## config.mk

```make
export PLATFORM = sky130hd
export DESIGN_NAME = miriscv_lsu
export DESIGN_NICKNAME = d
export VERILOG_FILES = /design/src/rtl/miriscv_lsu.sv
export SDC_FILE = /design/constraint.sdc
export NUM_CORES = 1
export LEC_CHECK = 0
export CELL_PAD_IN_SITES_DETAIL_PLACEMENT = 1
export CELL_PAD_IN_SITES_GLOBAL_PLACEMENT = 2
export CORE_MARGIN = 2
export CORE_UTILIZATION = 18
export CTS_BUF_LIST = sky130_fd_sc_hd__clkbuf_4 sky130_fd_sc_hd__clkbuf_8 sky130_fd_sc_hd__clkbuf_16
export CTS_CLUSTER_SIZE = 14
export DETAILED_ROUTE_END_ITERATION = 16
export GPL_TIMING_DRIVEN = 0
export PLACE_DENSITY_LB_ADDON = 0.15
export SETUP_SLACK_MARGIN = 0.2
export SLEW_MARGIN = 20
export SYNTH_ARGS = -nofsm -noshare
export SYNTH_HDL_FRONTEND = slang
export SYNTH_SLANG_ARGS = --single-unit
```

## constraint.sdc

```tcl
create_clock -name clk_i -period 6.2 [get_ports clk_i]
set_input_delay 0.62 -clock clk_i [delete_from_list [all_inputs] [get_ports clk_i]]
set_output_delay 0.62 -clock clk_i [all_outputs]
set_load 0.01 [all_outputs]
```

## src/rtl/miriscv_lsu.sv

```systemverilog
// Load-store unit: maps core load/store requests onto the word-organised data
// RAM port, covers the one-cycle registered read latency with a stall, and
// aligns and extends load data. Misaligned or illegal-size requests raise a
// fault and never reach memory.
module miriscv_lsu #(
    parameter bit STORE_STALL = 1'b1
) (
    input  logic        clk_i,
    input  logic        rst_i,
    input  logic        lsu_req_i,
    input  logic        lsu_we_i,
    input  logic [2:0]  lsu_size_i,
    input  logic [31:0] lsu_addr_i,
    input  logic [31:0] lsu_data_i,
    output logic [31:0] lsu_data_o,
    output logic        lsu_stall_req_o,
    output logic        lsu_fault_o,
    output logic        data_req_o,
    output logic        data_we_o,
    output logic [3:0]  data_be_o,
    output logic [31:0] data_addr_o,
    output logic [31:0] data_wdata_o,
    input  logic [31:0] data_rdata_i
);

    typedef enum logic {
        IDLE = 1'b0,
        WAIT = 1'b1
    } state_t;

    state_t      state_q, state_d;
    logic [2:0]  size_q, size_d;
    logic [1:0]  off_q, off_d;
    logic        we_q, we_d;
    logic [31:0] hold_q, hold_d;

    logic [1:0]  off;
    logic        legal;
    logic [3:0]  be_store;
    logic [31:0] wdata_rep;
    logic [31:0] rdata_shift;
    logic [31:0] load_ext;

    // Decode the incoming request: legality, store byte enables, replicated data
    always_comb begin
        off       = lsu_addr_i[1:0];
        legal     = 1'b0;
        be_store  = 4'b1111;
        wdata_rep = lsu_data_i;
        case (lsu_size_i)
            3'b000, 3'b100: legal = 1'b1;
            3'b001, 3'b101: legal = ~off[0];
            3'b010:         legal = (off == 2'b00);
            default:        legal = 1'b0;
        endcase
        case (lsu_size_i[1:0])
            2'b00: begin
                be_store  = 4'b0001 << off;
                wdata_rep = {4{lsu_data_i[7:0]}};
            end
            2'b01: begin
                be_store  = 4'b0011 << off;
                wdata_rep = {2{lsu_data_i[15:0]}};
            end
            default: begin
                be_store  = 4'b1111;
                wdata_rep = lsu_data_i;
            end
        endcase
    end

    // Align returned RAM data to the captured offset and extend per captured size
    always_comb begin
        rdata_shift = data_rdata_i >> {off_q, 3'b000};
        case (size_q)
            3'b000:  load_ext = {{24{rdata_shift[7]}}, rdata_shift[7:0]};
            3'b100:  load_ext = {24'h0, rdata_shift[7:0]};
            3'b001:  load_ext = {{16{rdata_shift[15]}}, rdata_shift[15:0]};
            3'b101:  load_ext = {16'h0, rdata_shift[15:0]};
            default: load_ext = data_rdata_i;
        endcase
    end

    // FSM next state, capture registers and RAM/core outputs (all held at 0 in reset)
    always_comb begin
        state_d         = state_q;
        size_d          = size_q;
        off_d           = off_q;
        we_d            = we_q;
        hold_d          = hold_q;
        lsu_stall_req_o = 1'b0;
        lsu_fault_o     = 1'b0;
        data_req_o      = 1'b0;
        data_we_o       = 1'b0;
        data_be_o       = 4'b0000;
        data_addr_o     = 32'h0;
        data_wdata_o    = 32'h0;
        lsu_data_o      = 32'h0;
        if (!rst_i) begin
            lsu_data_o = hold_q;
            case (state_q)
                IDLE: begin
                    if (lsu_req_i) begin
                        if (!legal) begin
                            lsu_fault_o = 1'b1;
                        end else begin
                            data_req_o   = 1'b1;
                            data_we_o    = lsu_we_i;
                            data_addr_o  = {lsu_addr_i[31:2], 2'b00};
                            data_be_o    = lsu_we_i ? be_store : 4'b1111;
                            data_wdata_o = wdata_rep;
                            size_d       = lsu_size_i;
                            off_d        = off;
                            we_d         = lsu_we_i;
                            // Loads always wait for the RAM; stores only when configured to
                            if (!lsu_we_i || STORE_STALL) begin
                                lsu_stall_req_o = 1'b1;
                                state_d         = WAIT;
                            end
                        end
                    end
                end
                WAIT: begin
                    // The core still presents the stalled instruction, so the request is ignored
                    state_d = IDLE;
                    if (!we_q) begin
                        lsu_data_o = load_ext;
                        hold_d     = load_ext;
                    end
                end
                default: state_d = IDLE;
            endcase
        end
    end

    // State and capture registers with synchronous reset
    always_ff @(posedge clk_i) begin
        if (rst_i) begin
            state_q <= IDLE;
            size_q  <= 3'b000;
            off_q   <= 2'b00;
            we_q    <= 1'b0;
            hold_q  <= 32'h0;
        end else begin
            state_q <= state_d;
            size_q  <= size_d;
            off_q   <= off_d;
            we_q    <= we_d;
            hold_q  <= hold_d;
        end
    end

endmodule

```

==> metrics.cfg <==
[routing]
vias = 3684
antenna_left = 0
totalWireLength_microns = 14730
drt_iter0_drc = 102
drc = 0
wl_per_cell_microns = 18.07
drt_first_pass_iters = 4
vias_per_cell = 4.520

[setup_path]
max_stage_delay_ns = 0.53
crit_slowest_cell = clkdlybuf4s50_1
required_ns = 5.58
worstPathCellList = clkdlybuf4s50_1 > nor4_1 > or2_0 > nand2_1 > clkbuf_1 > buf_1 > inv_1 > buf_4 > clkdlybuf4s50_1
crit_path_frequent_cell = clkdlybuf4s50_1
critical-path-top-delay-family = buffers and inverters
end_kind = output pin
worst_ep_arrival_time_ns = 3.48
crit_type = input port to output pin
worst-path-max-fanout = 10
critPathLaunchType = input port
crit_buf_inv = 6

[synthesis]
avgSynthCellArea_sq_um = 7.410
synth_area_sq_mm = 0.002868
synthTopCellsByArea = dfxtp_1, mux2i_1, and3_1
synth-warning-count = 0
yosysTopAreaCell = dfxtp_1
synth_top_area_share_pct = 27.23
seq_area_frac_synth_pct = 27.23
yosys_register_bits = 39
synth_cell_types = 35
syn_inst = 387

[global_route]
grt.total_usage_pct = 16.94
antenna_found_initial = 0
grt_busiest_layer = met2
grt_pass1_vias = 3940
grt_use_met3_pct = 6.355
use_met1_pct = 19.36
overflow = 0
grt_use_met2_pct = 30.09
grt_max_degree = 12
grt_pass1_wl_microns = 21890

[sta]
worst_pin_slew_ns = 0.9701
slew_headroom_pct = 34.83
rsz0062_at_grt = false
fmax_ghz = 0.2437
final.setup.tns_ns = 0
period_needed_ns = 4.104
post-route-period-util_pct = 66.20
finalHoldViolations = 0
final_max_slew_viol_count = 0
fin_skew_ns = 0.003673
holdWs_ns = 0.4605
setup-violations-final = 0

[worst_hold_path]
worstHoldPathType = flop to flop

[floorplanning]
die_w_microns = 130.2
die_y_microns = 130.2
initial_core_util_pct = 18.25
io_pins = 207
core_sq_mm = 0.01571
num_rows = 46
dieArea_sq_mm = 0.01696

[clock_tree]
cts_tree = built
cts_buffer_depth = 2
cts_hold_buf = 0
clk_pin_slew_ns = 0.06
cts_buffers = 5
insertion_delay_ns = 0.29
cts_root_buffer = clkbuf_16
htreeDepth = 2
postCtsResizedCells = 0
post-cts-setup-buffers = 0
clkSinkCount = 39

[cells_and_area]
finish.utilization_pct = 33.95
areaGrowthSynthToFinish_pct = 85.99
fillCellCount = 1879
nets = 701
n_antenna_cell = 0
drive_above_1_share_pct = 4.508

[power_and_ir_drop]
power.total_w = 0.0007935
ir_drop_mv = 0.09852
p_leak_nw = 2.068
p_per_area_mw_per_mm2 = 148.8

[place]
hpwl_microns = 12100
gp_congestion = 0.8235
port_buffers = 203

[outcome]
status = completed

[job]
maxCapViolCount = 0

==> worst reg2reg max path: cells and delay by family (launching register included) <==
family / cells / cell delay (ns)
buffers and inverters: 2 / 0.57
and+or+nand+nor: 1 / 0.81
AOI/OAI and AO/OA: 2 / 0.50
DFF: 1 / 0.29
==> logic make-up after synthesis <==
| kind of cell | synth area share [%] |
|---|---|
| AND/OR/NAND/NOR | 25.79 |
| multiplexers | 13.35 |
| buffers and inverters | 7.548 |
| other | 0.1308 |
| flip-flops | 27.23 |
| AO/OA/AOI/OAI | 25.96 |
==> worst paths after layout <==
| check | endpoint | startpoint | slack (ns) | depth (start not counted) |
|---|---|---|---|---|
| min reg2reg | hold_q[1] | hold_q[1] | 0.46 | 2 |
| max reg2reg | hold_q[14] | size_q[1] | 3.83 | 5 |
| min | hold_q[1] | hold_q[1] | 0.46 | 2 |
| max | lsu_stall_req_o | lsu_addr_i[1] | 2.10 | 9 |
==> registers in the layout, summed over array words and instances (netlist names) <==
signal   count
off_q        2
hold_q      32
size_q       3
state_q      1
we_q         1
==> metrics by stage <==
step                      std cells  area (sq um)  setup slack (ns)
after floorplan                 388          2872             3.401
after global placement          807          5174             2.088
after detailed placement        807          5174             2.075
after CTS                       815          5334             2.051
after global routing            815          5334             1.871
final                           815          5334             2.096
==> synth_stat cells (all sizes together) <==
cell type and count:
nor2b 6, nor3 1, mux4 1, and3 57, or4 1, o21ai 35
mux2i 36, o21a 1, o41ai 1, buf 9, nor4 2, clkbuf 33
nand3 3, a211oi 1, conb 1, inv 5, a2bb2oi 7, o2bb2ai 7
o21bai 2, o221ai 7, nand3b 1, nor2 32, dfxtp 39, nand2 38
nand2b 4, a21oi 48, a21o 1, a221oi 7, or2 1
==> per-layer routing <==
layer	vias up	wire (microns)	part of all wire, %
li1	1808	-	-
met1	1717	6033	41
met2	150	7185	49
met5	-	0	0
met4	0	159	1.1
met3	9	1348	9.2
==> power breakdown <==
group,leakage [nW],switching [W],internal [W]
Clock,0.0806,0.000107,0.000176
Combinational,1.67,0.000113,0.000133
Sequential,0.317,0.00000358,0.000261
Total,2.07,0.000224,0.000569
==> cell type report <==
cell class | count | area [sq um] | area share (%)
clock buffer | 8 | 160.2 | 3.003
multi-input combinational | 302 | 1874 | 35.14
timing repair buffer | 203 | 2032 | 38.10
buffer | 42 | 197.7 | 3.706
tap | 216 | 270.3 | 5.067
inverter | 5 | 18.77 | 0.3519
sequential | 39 | 780.7 | 14.64
==> cell usage in the layout, fill, tap and decap left out, drive strengths merged <==
| master | n |
|---|---|
| o2bb2ai | 7 |
| a211oi | 1 |
| nand2 | 38 |
| and3 | 57 |
| nor3 | 1 |
| a221oi | 7 |
| or2 | 1 |
| a21oi | 48 |
| conb | 2 |
| o21bai | 2 |
| nand2b | 4 |
| or4 | 1 |
| o41ai | 1 |
| inv | 5 |
| nand3b | 1 |
| dfxtp | 39 |
| nand3 | 3 |
| buf | 9 |
| nor2 | 32 |
| o21ai | 35 |
| a21o | 1 |
| mux2i | 36 |
| nor4 | 2 |
| clkbuf | 41 |
| o21a | 1 |
| clkdlybuf4s50 | 203 |
| a2bb2oi | 7 |
| o221ai | 7 |
| nor2b | 6 |
| mux4 | 1 |
(Power assumes the default switching activity.)
